--- src/rtl/gray_counter_pkg.sv ---
// Shared types and helpers for the Gray counter slice.
// Holds the default width, the snapshot FSM state encoding and the binary-to-Gray helper.
// Used by: gray_counter_if, bin_to_gray, gray_counter.
package gray_pkg;

  localparam int GRAY_W_DEFAULT = 32;

  typedef enum logic {S_IDLE, S_HOLD} snap_state_t;

  // Reflected Gray encoding on a full 32-bit word. The caller truncates to its own width.
  // This is safe because the bits above the caller's width are zero, so the top kept bit
  // is just b[W-1].
  function automatic logic [31:0] bin2gray(input logic [31:0] b);
    return b ^ (b >> 1);
  endfunction

endpackage

--- src/rtl/gray_counter_if.sv ---
// Snapshot handshake bundle between the Gray counter and a slower consumer.
// Latency: n/a (wires only).
// Backpressure: snap_valid/snap_data are held by the master until snap_ready.
// master: counter side (drives snap_valid, snap_data).
// slave: consumer side (drives snap_req, snap_ready).
interface gray_counter_if #(
  parameter int WIDTH = gray_pkg::GRAY_W_DEFAULT
) ();

  logic             snap_req;
  logic             snap_valid;
  logic             snap_ready;
  logic [WIDTH-1:0] snap_data;

  modport master (
    input  snap_req,
    input  snap_ready,
    output snap_valid,
    output snap_data
  );

  modport slave (
    output snap_req,
    output snap_ready,
    input  snap_valid,
    input  snap_data
  );

endinterface

--- src/rtl/gray_counter_bin_to_gray.sv ---
// Combinational binary-to-reflected-Gray encoder.
// Latency: 0 cycles (pure logic).
// Backpressure: none.
// Ports: bin (binary in, WIDTH), gray (Gray out, WIDTH).
module bin_to_gray
  import gray_pkg::*;
#(
  parameter int WIDTH = GRAY_W_DEFAULT
) (
  input  logic [WIDTH-1:0] bin,
  output logic [WIDTH-1:0] gray
);

  assign gray = WIDTH'(bin2gray(32'(bin)));

endmodule

--- src/rtl/gray_counter.sv ---
// Registered up/down binary counter published as reflected Gray code, with a snapshot port.
// Latency: o and wrap update on the edge that samples the controls. The snapshot captures
//   the pre-edge value of o.
// Backpressure: snap_data/snap_valid are held until snap_ready. Counting never stalls.
// Ports: clk, rst (sync, active-high), en, down, load, d -> o (Gray), wrap (1-cycle pulse),
//   snap (gray_counter_if.master).
// Optional build macro GRAY_CNT_CHECK_EN adds a sticky err output. This flag flags any
//   non-load step of o that changes more than one bit.
module gray_counter
  import gray_pkg::*;
#(
  parameter int WIDTH = GRAY_W_DEFAULT
) (
  input  logic              clk,
  input  logic              rst,
  input  logic              en,
  input  logic              down,
  input  logic              load,
  input  logic [WIDTH-1:0]  d,
  output logic [WIDTH-1:0]  o,
  output logic              wrap,
  gray_counter_if.master    snap
`ifdef GRAY_CNT_CHECK_EN
  ,
  output logic              err
`endif
);

  localparam logic [WIDTH-1:0] ONE      = {{(WIDTH-1){1'b0}}, 1'b1};
  localparam logic [WIDTH-1:0] ALL_ONES = '1;

  // ---------------- counter ----------------
  logic [WIDTH-1:0] cnt;
  logic [WIDTH-1:0] cnt_nxt;
  logic [WIDTH-1:0] gray_nxt;
  logic             wrap_nxt;

  always_comb begin
    cnt_nxt  = cnt;
    wrap_nxt = 1'b0;
    if (load) begin
      cnt_nxt = d;
    end else if (en) begin
      if (down) begin
        cnt_nxt  = cnt - ONE;
        wrap_nxt = (cnt == '0);
      end else begin
        cnt_nxt  = cnt + ONE;
        wrap_nxt = (cnt == ALL_ONES);
      end
    end
  end

  // o is encoded from the next count so it never lags cnt by a cycle.
  bin_to_gray #(.WIDTH(WIDTH)) u_bin_to_gray (
    .bin  (cnt_nxt),
    .gray (gray_nxt)
  );

  always_ff @(posedge clk) begin
    if (rst) begin
      cnt  <= '0;
      o    <= '0;
      wrap <= 1'b0;
    end else begin
      cnt  <= cnt_nxt;
      o    <= gray_nxt;
      wrap <= wrap_nxt;
    end
  end

  // ---------------- snapshot FSM ----------------
  snap_state_t      state;
  snap_state_t      state_nxt;
  logic             valid_q;
  logic             valid_nxt;
  logic [WIDTH-1:0] data_q;
  logic [WIDTH-1:0] data_nxt;

  always_comb begin
    state_nxt = state;
    valid_nxt = valid_q;
    data_nxt  = data_q;
    case (state)
      S_IDLE: begin
        if (snap.snap_req) begin
          data_nxt  = o;
          valid_nxt = 1'b1;
          state_nxt = S_HOLD;
        end
      end
      S_HOLD: begin
        // valid is always 1 here, so snap_ready alone marks a transfer.
        if (snap.snap_ready) begin
          if (snap.snap_req) begin
            data_nxt = o;
          end else begin
            valid_nxt = 1'b0;
            state_nxt = S_IDLE;
          end
        end
      end
      default: begin
        valid_nxt = 1'b0;
        state_nxt = S_IDLE;
      end
    endcase
  end

  always_ff @(posedge clk) begin
    if (rst) begin
      state   <= S_IDLE;
      valid_q <= 1'b0;
      data_q  <= '0;
    end else begin
      state   <= state_nxt;
      valid_q <= valid_nxt;
      data_q  <= data_nxt;
    end
  end

  assign snap.snap_valid = valid_q;
  assign snap.snap_data  = data_q;

`ifdef GRAY_CNT_CHECK_EN
  // ---------------- self-check ----------------
  // skip_prev marks that the step into the current o came from load or reset. Such a step
  // may legally change several bits.
  logic [WIDTH-1:0] o_prev;
  logic             skip_prev;

  always_ff @(posedge clk) begin
    if (rst) begin
      o_prev    <= '0;
      skip_prev <= 1'b1;
      err       <= 1'b0;
    end else begin
      o_prev    <= o;
      skip_prev <= load;
      if (!skip_prev && ($countones(o ^ o_prev) > 1)) begin
        err <= 1'b1;
      end
    end
  end
`endif

endmodule

--- src/flat_wrapper.sv ---
// flat-port wrapper written by rule: the top's interface ports become plain ports
module gray_counter_flat import gray_pkg::*;
#(
  parameter int WIDTH = GRAY_W_DEFAULT
)
  (clk, rst, en, down, load, d, o, wrap, snap_snap_req, snap_snap_ready, snap_snap_valid, snap_snap_data);
  gray_counter_if #(.WIDTH(WIDTH)) snap_i ();
  input  logic clk;
  input  logic rst;
  input  logic en;
  input  logic down;
  input  logic load;
  input  logic [WIDTH-1:0] d;
  output logic [WIDTH-1:0] o;
  output logic wrap;
  input wire logic [$bits(snap_i.snap_req)-1:0] snap_snap_req;
  input wire logic [$bits(snap_i.snap_ready)-1:0] snap_snap_ready;
  output wire logic [$bits(snap_i.snap_valid)-1:0] snap_snap_valid;
  output wire logic [$bits(snap_i.snap_data)-1:0] snap_snap_data;
  assign snap_i.snap_req = snap_snap_req;
  assign snap_i.snap_ready = snap_snap_ready;
  assign snap_snap_valid = snap_i.snap_valid;
  assign snap_snap_data = snap_i.snap_data;
  gray_counter #(.WIDTH(WIDTH)) u_core (.clk(clk), .rst(rst), .en(en), .down(down), .load(load), .d(d), .o(o), .wrap(wrap), .snap(snap_i));
endmodule
--- config.mk ---
export PLATFORM = sky130hd
export DESIGN_NAME = gray_counter_flat
export DESIGN_NICKNAME = d
export VERILOG_FILES = /design/src/rtl/gray_counter_pkg.sv /design/src/rtl/gray_counter_if.sv /design/src/rtl/gray_counter_bin_to_gray.sv /design/src/rtl/gray_counter.sv /design/src/flat_wrapper.sv
export SDC_FILE = /design/constraint.sdc
export NUM_CORES = 1
export LEC_CHECK = 0
export BUFFER_PORTS_ARGS = -buffer_cell sky130_fd_sc_hd__buf_2
export CORE_UTILIZATION = 35
export DETAILED_ROUTE_END_ITERATION = 10
export HOLD_SLACK_MARGIN = 0.08
export PLACE_DENSITY = 0.65
export SETUP_SLACK_MARGIN = 0.15
export SLEW_MARGIN = 30
export SYNTH_ARGS = -nofsm -noshare
export SYNTH_HDL_FRONTEND = slang
export SYNTH_SLANG_ARGS = --single-unit
--- constraint.sdc ---
create_clock -name clk -period 8.7 [get_ports clk]
set_input_delay 1.305 -clock clk [delete_from_list [all_inputs] [get_ports clk]]
set_output_delay 1.305 -clock clk [all_outputs]
set_load 0.03 [all_outputs]
# After elaboration in Yosys (flattened, before gate mapping)
# Index checks and enable logic that the tools add are counted.
# classes
n_bitwise	3
n_reduce_logical	3
n_eq_ne	4
addsub	2
muxes	14
# ops
cell	n
$mux 32	5
$pmux 32 s2	1
$add 32x1->32 const B	1
$eq 32x32->1 const B	1
$logic_not 32->1	1
$sub 32x1->32 const B	1
$xor 32x31->32	1
$mux 1	6
$ne 2x2->1 const B	3
$pmux 1 s2	2
$reduce_and 3->1	1
$reduce_or 3->1	1
$not 1->1	2
# totals
out_inout_bits	66
input_bits	39
word_cells	32
reg_bits	99

# Depth between registers and ports, before layout
# Gate-level depths: netlist (run 1).
# depth
depth_word	5
ltp_mapped	11
depth_no_buf	10

# Modules after synthesis
# Synthesis (run 1) repeated with hierarchy kept, for this count alone.
# hier_totals
hier_cells	716
hier_area_um2	5874.4
# by_module_without_submodules
module	seq_area_each_um2	area_per_inst_um2	instances	cells_each
gray_counter	1981.9	5595.4	1	684
bin_to_gray	0.0	279.0	1	32

# Worst setup path after synthesis (run 1)
# OpenSTA, ideal clock, no wires.
# synth_timing
path_type	input to register
start	input port down
end	register u_core.o[27]
t_required_ps	8584
setup_time_ps	116
stages	11
arrival_ps	3520
slack_ps	5063
path_buffers	1
path_cell_list	ha_1 buf_6 nand4_1 nor2_1 or3_4 a221o_1 a21oi_2 xnor2_1 a222oi_1 and3_2 nor3_1
# synth_between
elab_chain_len	4
# synth_rtl
item	line	source
start, declared	flat_wrapper.sv:11	input logic down;
$mux 32	gray_counter.sv:44	if (down) begin
$mux 32	gray_counter.sv:43	end else if (en) begin
$mux 32	gray_counter.sv:41	if (load) begin
$xor 32x31->32	gray_counter_pkg.sv:14	return b ^ (b >> 1);
end signal, assigned	gray_counter.sv:67	o <= gray_nxt;
end, declared	gray_counter.sv:20	output logic [WIDTH-1:0] o,
# No other way between the ends.
# A chain may end at the register's enable or synchronous reset.

# Final worst setup path (run 1)
# Same ends and word-level chain as after synthesis.

==> flow_summary.toml, run 1 <==
[power]
irDropWorstVdd_v = 0.0000936
cellPowerDensity_nw_per_um2 = 200
power_leakage_nw = 2.83

[synthesis]
synth_top_cell_by_area = "dfxtp_1"
synth_area_leaders = "dfxtp_1, a21oi_1, ha_1"
synth-seq-cells = 98
synth_area_per_cell_um2 = 8.16
synthMostInstantiatedCell = "dfxtp_1"
yosysWarnings = 0
syn_inst = 690
synth_ff_type = "dfxtp_1"
synth_commonest_cells = "dfxtp_1, nand2_1, a21oi_1"
syn_nets = 760
yosysUniqueCellTypes = 77
async_reset_ff_share_pct = 0
netlist_area_um2 = 5630
synth_edf_count = 0
yosysSeqAreaShare_pct = 34.9
synth_top_area_share_pct = 34.9

[final_layout]
final_nets = 839
drive_gt1_share_pct = 18.9
finalNonFillerCells = 985
area_growth_pct = 15.6
antennaDiodeCount = 0
fillerInstances = 1603

[clocking]
cts_max_level = 3
clock_sinks = 98
clockBufferDepth = 2
cts_buffers = 9
clkLatencyLatePin_ns = 0.34
post_cts_buffers = 0
tritoncts = "yes"
hold_buffers = 0
cts-resized-gates = 0
clk_pin_slew_worst_paths_ns = 0.07
cts_root_buffer = "clkbuf_16"

[sta]
worst_slack_ns = 4.36
period_needed_ns = 4.34
setup_viol = 0
worstMarginPinSlew_ns = 0.896
rsz0062_at_grt = "no"
final_max_slew_viol_count = 0
setup_total_negative_slack_ns = 0
slew_headroom_pct = 40.2
max_freq_ghz = 0.230
min_period_over_period_pct = 49.9
holdWs_ns = 0.451
hold_violations = 0
skew_ns = 0.00749

[worst_setup_path]
r2r_end = "u_core.o[29]"
cp-startpoint = "down"
cp-endpoint = "u_core.o[27]"
rr_worst_depth = 10
cp-end-kind = "register"
r2r_start = "u_core.cnt[0]"
cp.required_ns = 8.89
path_class = "in -> reg"
arrival_ns = 4.53
r2r_setup_slack_ns = 5.58
crit_fanout = 37
start_kind = "primary input"

[floorplanning]
start_util_pct = 36.5
die_w_um = 129
core-area_um2 = 15400
design.die.area_um2 = 16600
pin_count = 105
fp.dieH_um = 129
fp-row-count = 45

[detailed_routing]
dr.pass1.iters = 5
wl_um = 15400
ant_nets = 0
via_per_inst = 5.26
wl_per_cell_um = 15.7
drtIter0Drc = 509
num_vias = 5178
drcViolationCount = 0

[grt]
grt.total_usage_pct = 18.9
grt_pass1_wl_um = 24500
grt_overflow_total = 0
antenna_found_initial = 0
grt_max_degree = 89
grt_pass1_vias = 4621

[placement]
gp_congestion = 0.878
place_inst = 969
io_buffers = 104
place_ws_ns = 4.02
dp_hpwl_um = 11600

[run]
drv_cap = 0

[outcome]
outcome = "completed"

[worst_hold_path]
min_path_type = "reg -> reg"
[kinds of logic after synthesis]
group / after synthesis / synth area share (%)
adder cells (fa/ha/maj): 31 / 7.02
AO/OA/AOI/OAI: 201 / 23.7
buffers and inverters: 53 / 4.73
AND/OR/NAND/NOR: 251 / 20.6
multiplexers: 12 / 2.18
XOR/XNOR: 44 / 6.85
flip-flops: 98 / 34.9
[worst max-delay path: stages]
cell and delay [ns]:
buf_2 0.59, ha_1 0.45, nand4_1 0.16, nor2_1 0.06, or3_4 0.39, a221o_1 0.34, a21oi_2 0.20, xnor2_1 0.09
a222oi_1 0.59, and3_2 0.27, nor3_1 0.04
[cell usage in the layout, fill, tap and decap left out, drive strengths merged, types with 8 or more instances in the layout]
master  instances
a211oi         11
a21o           23
a21oi          87
and2            9
and3            8
buf           106
clkbuf         11
dfxtp          98
ha             30
inv            15
mux2i          10
nand2          92
nand3          15
nand4          11
nor2           73
nor3           12
nor4            8
o211ai          8
o21ai          25
xnor2          29
xor2           15
[per-layer routing]
metal / track usage (%) / up-vias / part of all wire, %
met5: 0 / - / 0
met2: 27.4 / 164 / 42
li1: - / 2623 / -
met3: 1.91 / 27 / 5.2
met1: 28.2 / 2364 / 50
met4: 7.82 / 0 / 2.7
[how the worst min path moves through the flow]
stage / startpoint / to / slack (ns) / depth (start not counted)
final: u_core.o[3] / u_core.snap.snap_data[3] / 0.45 / 2
after global routing: u_core.snap.snap_data[31] / u_core.snap.snap_data[31] / 0.47 / 2
after CTS: u_core.o[3] / u_core.snap.snap_data[3] / 0.45 / 2
after global placement: u_core.o[3] / u_core.snap.snap_data[3] / 0.44 / 2
after detailed placement: u_core.o[3] / u_core.snap.snap_data[3] / 0.44 / 2
after floorplan: u_core.state / u_core.snap.snap_valid / 0.45 / 1
[final cells by class]
cell class	instances	area (um^2)	area share [%]
clock buffers	11	243	3.73
flip-flops and latches	98	1960	30.1
clock inverters	5	40.0	0.615
well taps	211	264	4.06
repair buffers	106	536	8.23
multi-input cells	539	3410	52.4
inverters	15	56.3	0.865
[flip-flops by register name, summed over array words and instances (netlist names)]
signal / cells
u_core.snap.snap_data: 32
u_core.o: 32
u_core.cnt: 31
u_core.wrap: 1
u_core.state: 1
u_core.snap.snap_valid: 1
[per-stage QoR]
step	utilization, %	instance area [um^2]	total power, mW
finish	42.2	6510	1.30
global route	42.2	6510	1.37
CTS	42.2	6500	1.30
detailed placement	40.3	6220	0.935
global placement	40.3	6220	0.933
floorplan	-	5630	0.833
[report_power, final]
part / internal [mW] / switching (mW) / leakage, nW
logic: 0.145 / 0.252 / 1.89
clock network: 0.203 / 0.168 / 0.128
registers: 0.495 / 0.0369 / 0.810
(Power assumes the default switching activity.)
==> inputs of run 2 (changes only) <==
Settings changed: PLACE_DENSITY 0.65 to 0.67.
Clock period 8.7 ns to 3.7 ns, I/O delays scaled along.
==> run 2 against run 1 <==
Net effect: critical path depth stayed put; utilization is 0.98 points higher; global-route usage is 0.093 points higher; worst setup slack worse by 4.0 ns; via count is 2.7% higher; combinational power is 140% higher; flip-flop and latch count stayed put; wire length is 1.6% higher; die area stayed put; power is 140% higher; critical path type unchanged; critical endpoint is now u_core.o[28]; highest routed layer unchanged.
==> flow_summary.toml, run 2 (synthesis gave the netlist of run 1 again) <==
[floorplanning]
pin_count = 105
fp-row-count = 45
core-area_um2 = 15400
die_w_um = 129
start_util_pct = 36.5
design.die.area_um2 = 16600
fp.dieH_um = 129

[clocking]
cts_root_buffer = "clkbuf_16"
cts_buffers = 9
clk_pin_slew_worst_paths_ns = 0.06
clock_sinks = 98
tritoncts = "yes"
hold_buffers = 0
cts-resized-gates = 0
cts_max_level = 3
clockBufferDepth = 2
clkLatencyLatePin_ns = 0.34
post_cts_buffers = 0

[worst_setup_path]
r2r_end = "u_core.o[18]"
rr_worst_depth = 10
path_class = "in -> reg"
cp-startpoint = "down"
start_kind = "primary input"
arrival_ns = 3.61
r2r_start = "u_core.cnt[7]"
cp-end-kind = "register"
cp.required_ns = 3.97
crit_fanout = 27
r2r_setup_slack_ns = 0.66

[power]
cellPowerDensity_nw_per_um2 = 469
irDropWorstVdd_v = 0.000254
power_leakage_nw = 2.93

[final_layout]
final_common_cell = "buf_2"
final_cell_mix = "buf_2, dfxtp_1, nand2_1, a21oi_1, nor2_1"
antennaDiodeCount = 0
area_growth_pct = 18.3
final_nets = 856
drive_gt1_share_pct = 20.6
fillerInstances = 1586
finalNonFillerCells = 1002

[sta]
rsz0062_at_grt = "no"
setup_viol = 0
worstMarginPinSlew_ns = 0.662
period_needed_ns = 3.35
min_period_over_period_pct = 90.4
setup_total_negative_slack_ns = 0
hold_violations = 0
max_freq_ghz = 0.299
final_max_slew_viol_count = 0
skew_ns = 0.00909
slew_headroom_pct = 55.8

[grt]
grt.total_usage_pct = 19.0
top_usage_layer = "met2"
met3_usage_pct = 2.16
antenna_found_initial = 0
grt_max_degree = 90
gr-usage-met1_pct = 27.2
use_met2_pct = 29.7
grt_pass1_vias = 4651
grt_overflow_total = 0
grt_pass1_wl_um = 24600

[worst_hold_path]
worstHoldStart = "snap_snap_ready"
min_to = "u_core.snap.snap_valid"
min_path_type = "in -> reg"
min_path_cells = 2

[detailed_routing]
wl_per_cell_um = 15.6
drtIter0Drc = 353
via_per_inst = 5.31
ant_nets = 0
wl_um = 15700
num_vias = 5320
dr.pass1.iters = 7
drcViolationCount = 0

[placement]
place_inst = 986
gp_congestion = 0.893
dp_hpwl_um = 11800
io_buffers = 104

[run]
drv_cap = 0

[outcome]
outcome = "completed"
[run 2: where the power goes]
group          leakage [nW]  internal, mW  switching, mW
Sequential            0.810          1.16         0.0870
Clock                 0.143         0.526          0.386
Combinational          1.98         0.361          0.601
[run 2: how the worst max path moves through the flow]
stage / to / slack [ns] / cells past startpoint
finish: u_core.o[28] / 0.35 / 11
CTS: u_core.o[28] / 0.38 / 11
global placement: u_core.o[28] / 0.07 / 11
global route: u_core.o[29] / 0.18 / 11
detailed placement: u_core.o[28] / 0.05 / 11
floorplan: u_core.o[27] / 0.81 / 11
[run 2: cell type report]
cell class	count	area, um^2	area share, %
clock buffer	10	229	3.44
clock inverter	6	65.1	0.977
inverter	15	56.3	0.846
multi-input combinational	539	3410	51.2
sequential	98	1960	29.5
tap	211	264	3.96
timing repair buffer	123	676	10.1
[run 2: through the flow]
stage / util [%] / instance area, um^2 / setup slack [ns] / power (mW) / hold slack [ns]
after global routing: 43.2 / 6660 / 0.177 / 3.29 / 0.426
final: 43.2 / 6660 / 0.354 / 3.12 / 0.429
after global placement: 41.2 / 6360 / 0.0728 / 2.22 / 0.435
after detailed placement: 41.2 / 6360 / 0.0531 / 2.22 / 0.443
after floorplan: - / 5630 / 0.813 / 1.96 / 0.447
after CTS: 43.1 / 6660 / 0.381 / 3.14 / 0.413
[run 2: worst max-delay path: stages]
cell      delay [ns]
buf_2           0.48
ha_1            0.40
a21o_1          0.21
a21o_1          0.19
a21oi_1         0.21
a211oi_1        0.16
or2_2           0.32
a21oi_1         0.15
mux2_2          0.36
a221oi_2        0.32
mux2i_1         0.23
[run 2: per-layer routing]
layer	routed length, um	up-vias	part of all wire [%]
met2	6830	177	44
met4	227	0	1.4
met5	0	-	0
li1	-	2661	-
met1	7720	2470	49
met3	883	12	5.6
